--- config.mk ---
export PLATFORM = sky130hd
export DESIGN_NAME = rx_path
export DESIGN_NICKNAME = d
export VERILOG_FILES = /design/src/rtl/rx_path.sv
export SDC_FILE = /design/constraint.sdc
export NUM_CORES = 1
export LEC_CHECK = 0
export CORE_MARGIN = 2
export CORE_UTILIZATION = 40
export CTS_CLUSTER_SIZE = 14
export DETAILED_ROUTE_END_ITERATION = 7
export DONT_BUFFER_PORTS = 1
export PLACE_DENSITY = 0.66
export SETUP_SLACK_MARGIN = 0.1
export SLEW_MARGIN = 10
export SYNTH_ARGS = -nofsm -noshare
export SYNTH_HDL_FRONTEND = slang
export SYNTH_SLANG_ARGS = --single-unit
--- constraint.sdc ---
create_clock -name clk -period 2.29 [get_ports clk]
set_input_delay 0.687 -clock clk [delete_from_list [all_inputs] [get_ports clk]]
set_output_delay 0.687 -clock clk [all_outputs]
set_load 0.01 [all_outputs]
--- src/rtl/rx_path.sv ---
// rx_path: UART serial receiver paired with the transmit path.
//
// Deserialises the Rx line into a WIDTH_SIZE-bit word (LSB first). It checks
// the stop bit and, when PF is latched high at the start bit, the even parity
// bit. The word and its error flags are held for the consumer behind a
// valid/ready register. A frame that completes while the previous word is
// still unaccepted is dropped, and overrun pulses for one cycle.
//
// Optional feature macro: RX_SYNC_EN
//   defined     - Rx passes through a two-flop synchroniser (reset to 1);
//                 all sample points move two cycles later.
//   not defined - Rx is used directly (same-clock loopback only).
//
// Ports:
//   clk         in   system clock, rising edge
//   reset       in   synchronous, active-low reset
//   Rx          in   serial line, idles high
//   PF          in   parity enable, latched at start-bit detection
//   out_ready   in   consumer accepts the held word
//   data_out    out  received word
//   out_valid   out  data_out and the error flags are valid
//   parity_err  out  parity mismatch (qualified by out_valid)
//   frame_err   out  stop bit sampled low (qualified by out_valid)
//   overrun     out  one-cycle pulse when a completed frame is dropped
//   busy        out  a frame is in progress

module rx_path #(
    parameter int WIDTH_SIZE   = 32,
    parameter int CLKS_PER_BIT = 16
) (
    input  logic                  clk,
    input  logic                  reset,
    input  logic                  Rx,
    input  logic                  PF,
    input  logic                  out_ready,
    output logic [WIDTH_SIZE-1:0] data_out,
    output logic                  out_valid,
    output logic                  parity_err,
    output logic                  frame_err,
    output logic                  overrun,
    output logic                  busy
);

    localparam int HALF = CLKS_PER_BIT / 2;
    localparam int CW   = $clog2(CLKS_PER_BIT);
    localparam int IW   = $clog2(WIDTH_SIZE);

    localparam logic [CW-1:0] HALF_M1  = CW'(HALF - 1);
    localparam logic [CW-1:0] BIT_M1   = CW'(CLKS_PER_BIT - 1);
    localparam logic [IW-1:0] LAST_IDX = IW'(WIDTH_SIZE - 1);

    localparam logic [2:0] ST_IDLE      = 3'd0;
    localparam logic [2:0] ST_START     = 3'd1;
    localparam logic [2:0] ST_DATA      = 3'd2;
    localparam logic [2:0] ST_PARITY    = 3'd3;
    localparam logic [2:0] ST_STOP      = 3'd4;
    localparam logic [2:0] ST_WAIT_HIGH = 3'd5;

    logic                  s;
    logic [2:0]            state;
    logic [CW-1:0]         cnt;
    logic [IW-1:0]         idx;
    logic [WIDTH_SIZE-1:0] shreg;
    logic                  pf_lat;
    logic                  par_bad;

`ifdef RX_SYNC_EN
    logic sync1;
    logic sync2;

    always_ff @(posedge clk) begin
        if (!reset) begin
            sync1 <= 1'b1;
            sync2 <= 1'b1;
        end else begin
            sync1 <= Rx;
            sync2 <= sync1;
        end
    end

    assign s = sync2;
`else
    assign s = Rx;
`endif

    always_ff @(posedge clk) begin
        if (!reset) begin
            state      <= ST_IDLE;
            cnt        <= '0;
            idx        <= '0;
            shreg      <= '0;
            pf_lat     <= 1'b0;
            par_bad    <= 1'b0;
            data_out   <= '0;
            out_valid  <= 1'b0;
            parity_err <= 1'b0;
            frame_err  <= 1'b0;
            overrun    <= 1'b0;
            busy       <= 1'b0;
        end else begin
            overrun <= 1'b0;
            // Consumer handshake; a completion later in this block takes
            // precedence and keeps out_valid high with the new word.
            if (out_ready) begin
                out_valid <= 1'b0;
            end

            case (state)
                ST_IDLE: begin
                    if (!s) begin
                        state   <= ST_START;
                        cnt     <= '0;
                        pf_lat  <= PF;
                        par_bad <= 1'b0;
                        busy    <= 1'b1;
                    end
                end

                ST_START: begin
                    if (cnt == HALF_M1) begin
                        cnt <= '0;
                        if (s) begin
                            state <= ST_IDLE;
                            busy  <= 1'b0;
                        end else begin
                            state <= ST_DATA;
                            idx   <= '0;
                        end
                    end else begin
                        cnt <= cnt + 1'b1;
                    end
                end

                ST_DATA: begin
                    if (cnt == BIT_M1) begin
                        cnt        <= '0;
                        shreg[idx] <= s;
                        if (idx == LAST_IDX) begin
                            idx   <= '0;
                            state <= pf_lat ? ST_PARITY : ST_STOP;
                        end else begin
                            idx <= idx + 1'b1;
                        end
                    end else begin
                        cnt <= cnt + 1'b1;
                    end
                end

                ST_PARITY: begin
                    if (cnt == BIT_M1) begin
                        cnt     <= '0;
                        par_bad <= (s != ^shreg);
                        state   <= ST_STOP;
                    end else begin
                        cnt <= cnt + 1'b1;
                    end
                end

                ST_STOP: begin
                    if (cnt == BIT_M1) begin
                        cnt  <= '0;
                        busy <= 1'b0;
                        if (!out_valid || out_ready) begin
                            data_out   <= shreg;
                            parity_err <= par_bad;
                            frame_err  <= !s;
                            out_valid  <= 1'b1;
                        end else begin
                            overrun <= 1'b1;
                        end
                        // A low stop bit must see the line return high before
                        // another start bit can be recognised.
                        state <= s ? ST_IDLE : ST_WAIT_HIGH;
                    end else begin
                        cnt <= cnt + 1'b1;
                    end
                end

                ST_WAIT_HIGH: begin
                    if (s) begin
                        state <= ST_IDLE;
                    end
                end

                default: begin
                    state <= ST_IDLE;
                end
            endcase
        end
    end

endmodule

==> metrics.txt, run 1 <==
Clock power frac=36.8%; area post-placement=0.00410 mm²; ant diodes=0; Synth Cell Area=0.00397 mm²; status=finished, final reports clean; Area Growth Syn to Fin=9.62%; largest family of logic cells by synthesized area=simple AND/OR/NAND/NOR gates; multiplexer share of the synthesized area=9.08%; VDD IR-drop max=223 µV; vias=2915; chip height=104 µm; Crit path buffers/inverters=0; row cnt=36; RSZ-0062 raised after global routing=no; placed insts=574; crit path max fanout=4; Main synth FF type=dfxtp_1; Synth Area in XOR/XNOR=7.41%; most frequent cells in the layout=111 x nand2_1, 81 x dfxtp_1, 37 x a21boi_0, 37 x nor2b_1, 36 x mux2i_1; Longest Clk Path Bufs=2; Logic pwr share=11.6%; first-iteration detailed-routing DRC count=159; worst-path cell chain=ha_2 > and3_1 > ha_2 > nand3b_1 > or4_4 > or3b_1 > a21boi_1; slew of the pin with the lowest slew margin=454 ps; Routed WL=7860 µm; Root Driver=clkbuf_8; complex-gate fraction of the synthesized area=11.4%; Post-synth EDFFs=0; # IOs=42; routability congestion estimate=0.782; Required @ worst endpoint=2590 ps; ANT nets after route=0; Port Buffer Count=0; total die area=0.0107 mm²; Sw Share=25.7%; MaxCap Viol Count=0; ys async rst share=0%; top post-synthesis cells by area=dfxtp_1 42%, nand2_1 10%, mux2i_1 9.1%; PD cells=669 mW/mm²; Net Switching=0.747 mW; HP Class=input pin to flip-flop; Max Clock Skew=5.71 ps; global-route wire length before repair=13500 µm; wire per inst=13.3 µm; Tcrit/Tclk final=91.4%; leading area contributor after synthesis=dfxtp_1; CP Class=flip-flop to flip-flop; DRC viols=0; CTS tree=built; Yosys top cell area share=41.9%; max incr delay on CP=440 ps; Setup TNS Final=0 ps; sequential area share after synthesis=41.9%; Netlist cell types=39; cts bufs inserted=9; Syn. warnings=0; #FFs+latches synth=83; final non-filler cell total=592; worst skew pair latency=360 ps; ratio of cells with drive above 1 in the final layout=9.15%; Layout Nets=466; GRT Total Usage=15.3%; clk slew on worst S/H paths=80 ps; Crit. End Element=flip-flop; Pins Over Slew Limit=0; CTS H-tree depth=3; Finished Cell Area=0.00435 mm²; Syn Area/Cell=8.59 µm²; remaining global-route overflow=0; Finish-stage setup viols=0; DRT Pass-1 Iters=4; crit start category=flip-flop; core box area=0.00968 mm²; Adder-Cell Fraction of Synth Area=1.89%; Tmin final=2090 ps; Initial Util=41.0%; Final HPWL DP=5170 µm; CP arrival=2390 ps; maximum clock rate=478 MHz; crit-path leading delay family=simple AND/OR/NAND/NOR gates; worst relative slew slack=69.5%; Synth Area in Simple Gates=24.4%; vias per cell=4.92; vias in the first global route=2876; Int Pwr=2.16 mW; Hold Vio Cnt, Final=0; initial antenna violation count=0; CP max-delay cell=or4_4; clock tree sinks=83; Pleak=1.68 nW; leading cell type in the layout, fill and taps excluded=nand2_1; Sequential Power Share=51.5%; Cells after Synth=462; syn_nets=473; die width=104 µm; largest net degree at the start of global routing=85; cell mode on critical path=ha_2
cells by family (layout without fill, tap and decap cells):
| kind of cell | after synthesis | in the layout |
|---|---|---|
| AND/OR/NAND/NOR | 201 | 201 |
| flip-flops | 83 | 83 |
| AO/OA/AOI/OAI | 65 | 65 |
| buffers and inverters | 39 | 36 |
| multiplexers | 36 | 36 |
| XOR/XNOR | 32 | 32 |
| adder cells (fa/ha/maj) | 6 | 6 |
per-stage QoR:
step	hold WS, ps	power (mW)	worst slack [ps]	util, %
floorplan	441	1.82	87.7	-
global placement	464	1.86	46.7	42.3
detailed placement	476	1.87	4.84	42.3
CTS	431	2.94	104	44.4
global route	440	3.05	95.3	44.9
finish	448	2.91	197	44.9
power by group through the flow:
stage	clock network [mW]	logic, mW	registers [mW]
2_1_floorplan	0	0.292	1.53
5_1_grt	1.16	0.385	1.51
6_report	1.07	0.339	1.50
3_3_place_gp	0	0.326	1.53
4_1_cts	1.11	0.336	1.50
3_5_place_dp	0	0.333	1.53
worst reg2reg max path: cells and delay by family, from the launching register on:
kind | cells | cell delay (ps)
adder cells (fa/ha/maj) | 2 | 350
AO/OA/AOI/OAI | 1 | 150
AND/OR/NAND/NOR | 4 | 1170
flip-flops | 1 | 350
path summary, 6_finish.rpt:
path | startpoint | endpoint | slack, ps | cells after the start
hold reg to reg | par_bad | parity_err | 490 | 2
setup / recovery | idx[1] | idx[3] | 200 | 7
setup reg to reg | idx[1] | idx[3] | 200 | 7
hold / removal | reset | frame_err | 450 | 1
state kept, by name (all words and copies together), names as in the netlist:
name / count
idx: 5
pf_lat: 1
state: 3
overrun: 1
parity_err: 1
par_bad: 1
shreg: 32
frame_err: 1
data_out: 32
busy: 1
out_valid: 1
cnt: 4
final cells by class:
| cell class | instances | area (µm²) |
|---|---|---|
| clock buffers | 10 | 138 |
| multi-input cells | 340 | 2180 |
| fillers | 941 | 5330 |
| flip-flops and latches | 83 | 1670 |
| repair buffers | 16 | 120 |
| clock inverters | 5 | 62.6 |
| inverters | 5 | 18.8 |
| well taps | 133 | 166 |
layer usage:
metal	vias up	part of all wire, %	GRT usage, %
met5	-	0	0
met4	0	2.4	8.01
met3	14	5.2	3.78
met2	60	46	25.7
met1	1343	47	18.1
li1	1498	-	-
cells in the mapped netlist (all sizes together) (6+ instances only):
cell type	instances
mux2i	36
o21ai	10
clkbuf	32
a21boi	39
xnor2	27
dfxtp	83
ha	6
nand2	111
nor2b	38
nor2	12
a21oi	6
and2	8
repair_timing:
| item | in CTS | in global routing |
|---|---|---|
| hold endpoints to repair | 0 | 0 |
| endpoints found under the setup margin | 2 | 60 |
| pin swaps | 0 | 2 |
| hold buffers | 0 | 0 |
| setup buffers | 0 | 3 |
| gates cloned | 0 | 0 |
| resized for setup | 3 | 7 |
Note: power is estimated with default switching activity, not from simulation.
==> run 2: changes to the inputs <==
--- a/config.mk
+++ b/config.mk
@@ -12,7 +12,7 @@
 export DONT_BUFFER_PORTS = 1
 export PLACE_DENSITY = 0.66
 export SETUP_SLACK_MARGIN = 0.1
-export SLEW_MARGIN = 10
+export SLEW_MARGIN = 20
 export SYNTH_ARGS = -nofsm -noshare
 export SYNTH_HDL_FRONTEND = slang
 export SYNTH_SLANG_ARGS = --single-unit
==> results of run 2 <==
Final layout, timing and power as in run 1 (identical DEF).
